[src/rtl/sel_sequencer.sv]
// Round-robin 6:1 mux-select sequencer with registered sel/grant and no bubble between grants.
// Define SEL_SEQ_TIMEOUT_EN to abandon a grant after 16 consecutive stalled HOLD cycles.
module sel_sequencer (
  input  logic       clk,
  input  logic       resetn,
  input  logic [5:0] req,
  input  logic       ready,
  output logic [2:0] sel,
  output logic       valid,
  output logic [5:0] grant,
  output logic       timeout
);

  typedef enum logic {
    IDLE = 1'b0,
    HOLD = 1'b1
  } state_t;

  state_t     state, state_nxt;
  logic [2:0] ptr, ptr_nxt;
  logic [2:0] sel_nxt;
  logic [5:0] grant_nxt;
  logic [2:0] ptr_done;
  logic [2:0] win_idle;
  logic [2:0] win_done;

  // First set request at or after p, wrapping 5 -> 0; returns p when r is empty.
  function automatic logic [2:0] rr_pick(input logic [5:0] r, input logic [2:0] p);
    logic [2:0] w;
    logic [3:0] idx;
    w = p;
    for (int i = 5; i >= 0; i--) begin
      idx = {1'b0, p} + 4'(i);
      if (idx >= 4'd6) idx = idx - 4'd6;
      if (r[idx[2:0]]) w = idx[2:0];
    end
    return w;
  endfunction

  function automatic logic [2:0] wrap_inc(input logic [2:0] s);
    return (s == 3'd5) ? 3'd0 : s + 3'd1;
  endfunction

  assign ptr_done = wrap_inc(sel);
  assign win_idle = rr_pick(req, ptr);
  assign win_done = rr_pick(req, ptr_done);
  assign valid    = (state == HOLD);

`ifdef SEL_SEQ_TIMEOUT_EN
  logic [3:0] cnt, cnt_nxt;
  logic       timeout_nxt;
`endif

  always_ff @(posedge clk or negedge resetn) begin
    if (!resetn) begin
      state   <= IDLE;
      ptr     <= 3'd0;
      sel     <= 3'd0;
      grant   <= 6'd0;
`ifdef SEL_SEQ_TIMEOUT_EN
      cnt     <= 4'd0;
      timeout <= 1'b0;
`endif
    end else begin
      state   <= state_nxt;
      ptr     <= ptr_nxt;
      sel     <= sel_nxt;
      grant   <= grant_nxt;
`ifdef SEL_SEQ_TIMEOUT_EN
      cnt     <= cnt_nxt;
      timeout <= timeout_nxt;
`endif
    end
  end

`ifndef SEL_SEQ_TIMEOUT_EN
  assign timeout = 1'b0;
`endif

  always_comb begin
    state_nxt   = state;
    ptr_nxt     = ptr;
    sel_nxt     = sel;
`ifdef SEL_SEQ_TIMEOUT_EN
    cnt_nxt     = cnt;
    timeout_nxt = 1'b0;
`endif
    case (state)
      IDLE: begin
        if (|req) begin
          state_nxt = HOLD;
          sel_nxt   = win_idle;
`ifdef SEL_SEQ_TIMEOUT_EN
          cnt_nxt   = 4'd0;
`endif
        end else begin
          sel_nxt = 3'd0;
        end
      end
      HOLD: begin
        if (ready) begin
          // Completion re-arbitrates from the advanced pointer in the same edge.
          ptr_nxt = ptr_done;
`ifdef SEL_SEQ_TIMEOUT_EN
          cnt_nxt = 4'd0;
`endif
          if (|req) begin
            sel_nxt = win_done;
          end else begin
            state_nxt = IDLE;
            sel_nxt   = 3'd0;
          end
        end else begin
`ifdef SEL_SEQ_TIMEOUT_EN
          if (cnt == 4'd15) begin
            state_nxt   = IDLE;
            ptr_nxt     = ptr_done;
            sel_nxt     = 3'd0;
            cnt_nxt     = 4'd0;
            timeout_nxt = 1'b1;
          end else begin
            cnt_nxt = cnt + 4'd1;
          end
`endif
        end
      end
      default: begin
        state_nxt = IDLE;
        sel_nxt   = 3'd0;
      end
    endcase
    grant_nxt = (state_nxt == HOLD) ? (6'd1 << sel_nxt) : 6'd0;
  end

endmodule

[config.mk]
export PLATFORM = sky130hd
export DESIGN_NAME = sel_sequencer
export DESIGN_NICKNAME = d
export VERILOG_FILES = /design/src/rtl/sel_sequencer.sv
export SDC_FILE = /design/constraint.sdc
export NUM_CORES = 1
export LEC_CHECK = 0
export CORE_MARGIN = 2
export CORE_UTILIZATION = 63
export DETAILED_ROUTE_END_ITERATION = 6
export PLACE_DENSITY = 0.86
export SLEW_MARGIN = 20
export SYNTH_ARGS = -nofsm -noshare
export SYNTH_HDL_FRONTEND = slang
export SYNTH_SLANG_ARGS = --single-unit
[constraint.sdc]
create_clock -name clk -period 6.05 [get_ports clk]
set_input_delay 1.21 -clock clk [delete_from_list [all_inputs] [get_ports clk]]
set_output_delay 1.21 -clock clk [all_outputs]
set_load 0.1 [all_outputs]
======== Word level (Yosys, flattened, before mapping) ========
Cells that the tools add are included.
W data, S select, Z words.
storage, ports and cells
  logic and storage cells ................. 113
  flip-flop bits (word level) ............. 13
  input port bits ......................... 9
  output and inout bits ................... 11
cells by class
  reduce and logical (&&, ||, !) cells .... 2
  add/subtract/negate cells ............... 23
  equal/unequal tests ..................... 1
  mux-type cells .......................... 57
  bitwise logic cells ..................... 1
  shifts and indexed selects .............. 1
  magnitude comparators ................... 24
operators by type and width
  kind                   count
  $mux W3                28
  $lt A3 B4 Y1 const B   12
  $ge A4 B3 Y1 const B   10
  $bmux W1 S3            12
  $sub A3 B3 Y3 const B  12
  $add A3 B2 Y4 const B  4
  $add A3 B3 Y4 const B  4
  $mux W1                14
  $add A3 B1 Y4 const B  2
  $ge A3 B3 Y1 const B   2
  $mux W6                1
  $pmux W3 S2            1
  $reduce_or A6 Y1       1
  $shl A1 B3 Y6 const A  1
  $add A3 B1 Y3 const B  1
  $eq A3 B3 Y1 const B   1
  $pmux W1 S2            1
  $reduce_and A2 Y1      1
  $not A1 Y1             1

======== Logic depth before layout (Yosys ltp) ========
  depth in word-level cells ............... 18
  depth in mapped cells ................... 15
  mapped depth without buffers ............ 13

======== Worst setup path after synthesis ========
Ideal clock, no wire load.
  path type ............................... reg-to-reg
  start ................................... register sel[0]
  end ..................................... register grant[2]
  setup time .............................. 0.082 ns
  clock period less this slack ............ 4.222 ns
  required time ........................... 5.968 ns
  arrival ................................. 4.140 ns
  stages on the path, launching flop included .. 15
  setup slack ............................. 1.828 ns
  path buffers ............................ 2
  path through ............................ dfrtp_1 -> buf_2 -> mux2i_1 -> inv_1 -> ha_1 -> buf_2 -> o311a_1 -> a32oi_1 -> nand4_2 -> mux2_4 -> nor3b_1 -> a311oi_1 -> o21a_2 -> a21o_1 -> nor3_2
on the way
  longest elaborated chain between the ends .. 18
  elaborated cells between the ends (all ways) .. 49
  classes of those cells .................. add/sub (12); order compare (6); eq/ne (1); shift (1); mux (29)
RTL lines
  what                                                  RTL line  RTL
  start: declaration                                    8         output logic [2:0] sel,
  start signal: assignment                              67        sel <= sel_nxt;
  $add A3 B1 Y3 / $eq A3 B3 Y1 (equally long branches)  41        return (s == 3'd5) ? 3'd0 : s + 3'd1;
  $mux W3 (*)                                           41
  named net ptr_done[1]                                 23        logic [2:0] ptr_done;
  $add A3 B3 Y4                                         33        idx = {1'b0, p} + 4'(i);
  $ge A4 B3 Y1 / $sub A3 B3 Y3 (equally long branches)  34        if (idx >= 4'd6) idx = idx - 4'd6;
  $mux W3                                               34
  $bmux W1 S3                                           35        if (r[idx[2:0]]) w = idx[2:0];
  $mux W1 (implied by the code)                         35
  $mux W3 (5 in series)                                 35
  $mux W3 (*)                                           35
  $mux W3 (*)                                           107       if (|req) begin
  $mux W3 (*)                                           101       if (ready) begin
  $pmux W3 S2 (*)                                       88        case (state)
  $shl A1 B3 Y6 (*)                                     132       grant_nxt = (state_nxt == HOLD) ? (6'd1 << sel_nxt) : 6'd0;
  $mux W6 (*)                                           132
  named net grant_nxt[2]                                22        logic [5:0] grant_nxt;
  end signal: assignment                                68        grant <= grant_nxt;
  end: declaration                                      10        output logic [5:0] grant,
The timed path passes the listed nets; every way through them passes the cells marked *. The select of a mux whose other input is x is not followed.
A chain may end at the register's enable or synchronous reset.

======== Final worst setup path ========
  start ................................... register sel[2]
  end ..................................... register grant[2]
on the way
  longest elaborated chain between the ends .. 18
  elaborated cells between the ends (all ways) .. 49
  classes of those cells .................. add/sub (12); order compare (6); eq/ne (1); shift (1); mux (29)
RTL lines
  what                                                  RTL line
  $eq A3 B3 Y1 (*)                                      41
  $mux W3 (*)                                           41
  named net ptr_done[1]                                 23
  $add A3 B3 Y4                                         33
  $ge A4 B3 Y1 / $sub A3 B3 Y3 (equally long branches)  34
  $mux W3                                               34
  $bmux W1 S3                                           35
  $mux W1 (implied by the code)                         35
  $mux W3 (5 in series)                                 35
  $mux W3 (*)                                           35
  $mux W3 (*)                                           107
  $mux W3 (*)                                           101
  $pmux W3 S2 (*)                                       88
  $shl A1 B3 Y6 (*)                                     132
  $mux W6 (*)                                           132
  named net grant_nxt[2]                                22
Marked as above.

==> impl_metrics.json <==
{
  "ys_ff_latch": 13,
  "hold_violations": 0,
  "grt_pass1_wl_um": 9867,
  "syn_nets": 325,
  "rsz0062_at_grt": "false",
  "crit_buf_inv": 1,
  "ys_async_sr_fraction": 1.000,
  "cts_resized": 0,
  "gp_congestion": 0.9817,
  "grt_usage": 0.2837,
  "vias": 2349,
  "fmax_mhz": 233.1,
  "post_drt_wl_per_cell_um": 17.11,
  "ios": 20,
  "synth_edf_count": 0,
  "period_needed_ps": 4290,
  "num-nets-final": 327,
  "crit_type": "flip-flop to flip-flop",
  "area_delta_synth_final_pct": 6.262,
  "fillers": 297,
  "chipWidth_um": 66.71,
  "postCtsSetupRepairBufs": 0,
  "dieHeight_um": 66.71,
  "max_slew_margin": 0.3225,
  "synth_top_cell_area_share": 0.1313,
  "max_stage_delay_ps": 760,
  "finalMaxSlewViolations": 0,
  "first_global_vias": 2076,
  "synth_warnings": 0,
  "hp-class": "flip-flop to flip-flop",
  "synth_area_sq_um": 2477,
  "yosysTopAreaCell": "dfrtp_1",
  "ant_nets": 0,
  "cts_tree": "yes",
  "cpLargestDelayFamily": "compound AO/OA/AOI/OAI gates",
  "outcome": "complete, no violations",
  "avgSynthCellArea_sq_um": 8.230,
  "portBuffers": 18,
  "cts.sink_count": 13,
  "routed_via_density": 6.711,
  "grt_max_degree": 21,
  "clockRootBuffer": "clkbuf_8",
  "drc": 0,
  "cts.hold.buffers_added": 0,
  "rows": 22,
  "die_area_sq_um": 4450,
  "cp.arrival_ps": 4470,
  "cp_cell_sequence": "nor2_1 > mux2i_1 > inv_1 > ha_1 > o311a_1 > a32oi_1 > nand4_2 > mux2_4 > nor3b_1 > a311oi_1 > o21a_2 > a21o_1 > nor3_2",
  "synth_area_leaders": "dfrtp_1 13%, mux2i_1 8.5%, ha_1 7.6%",
  "path_max_fanout": 20,
  "antenna_found_initial": 0,
  "grt_overflow_total": 0,
  "drt_iter0_markers": 234,
  "synth_cell_types": 78,
  "clock_skew_ps": 9.774,
  "dp_hpwl_um": 4517,
  "num_antenna_cells": 0,
  "period_share": 0.7091,
  "firstDrtPassIters": 5,
  "ys_seq_area_frac": 0.1313,
  "cts_made_buffers": 3,
  "synth_cells": 301,
  "clkLatencyLatePin_ps": 250,
  "cp-start-kind": "flip-flop",
  "fin_setup_tns_ps": 0,
  "ys.flop_type": "dfrtp_1",
  "clk_pin_slew_ps": 60,
  "drive_gt1_frac": 0.1424,
  "synth_most_common_cell": "mux2i_1",
  "maxCapViolations": 0,
  "initial_utilization": 0.6667,
  "critPathCaptureType": "flip-flop",
  "core_area_sq_um": 3716,
  "crit_required_ps": 6230,
  "drt-total-wl_um": 5989,
  "critPathSlowestCell": "dfrtp_1",
  "worst_pin_slew_ps": 1013,
  "setup_violations": 0,
  "cts_max_path_buffers": 2,
  "cts.htree.levels": 1,
  "synth_commonest_cells": "21 x mux2i_1, 17 x nor2_1, 16 x nand2_1, 15 x a21oi_1, 15 x ha_1"
}
flip-flops by register name, summed over array words and instances, names as in the netlist:
name / count
grant: 6
ptr: 3
sel: 3
valid: 1
placed cells by master (no fill, tap or decap), types with 5 or more instances in the layout:
cell type and instances:
clkdlybuf4s50_1 18, nor2_1 17, nor3_1 10, a21oi_1 15, dfrtp_1 13, a211o_1 5
mux2_2 9, nor2b_1 6, xnor2_1 8, inv_1 13, ha_1 15, o21ai_0 13
nand2_1 16, nand3_1 9, or3_1 6, mux2i_1 21, nor3b_1 5
final cells by class:
cell class	instances	area (sq um)	area share
clock buffer	4	45.04	0.01711
inverter	15	56.30	0.02139
multi-input combinational	251	1958	0.7438
sequential	13	325.3	0.1236
tap	48	60.06	0.02281
timing repair buffer	19	187.7	0.07129
worst min-delay path, delay by kind of cell, from the launching register on:
family | cells | cell delay [ps]
flops | 1 | 490
compound gates | 2 | 220
cell families (layout without fill, tap and decap cells):
logic type | after synthesis | in the layout | synth area share
AND/OR/NAND/NOR | 97 | 97 | 0.2384
AO/OA/AOI/OAI | 91 | 91 | 0.2732
buffers and inverters | 37 | 38 | 0.07828
multiplexers | 34 | 34 | 0.1525
adder cells (fa/ha/maj) | 15 | 15 | 0.07576
XOR/XNOR | 13 | 13 | 0.04899
flip-flops | 13 | 13 | 0.1313
other | 1 | 1 | 0.001514
path summary, 6_finish.rpt:
path	start	end	slack, ps	depth (start not counted)
worst max-delay path	sel[2]	grant[2]	1760	13
worst min-delay path	valid	grant[3]	750	2
worst max register to register	sel[2]	grant[2]	1760	13
worst min register to register	valid	grant[3]	750	2
max in group asynchronous	resetn	ptr[0]	4360	1
min in group asynchronous	resetn	grant[3]	1320	1
per-layer routing:
layer	GRT usage	part of all wire
met5	0	0
met2	0.4475	0.45
met1	0.4177	0.47
met3	0.01351	0.068
met4	0.08163	0.019
per-stage QoR:
step	instances	worst slack, ps	hold WS, ps	util	instance area (sq um)
2_1_floorplan	301	1828	624.1	-	2477
3_3_place_gp	346	2070	744.1	0.6963	2587
3_5_place_dp	346	1848	743.0	0.6963	2587
4_1_cts	350	1835	751.1	0.7084	2633
5_1_grt	350	1512	793.5	0.7084	2633
6_report	350	1760	754.9	0.7084	2633
Power is not shown: default switching activity piles up to over one toggle a cycle in this logic, so the estimate is an artifact.
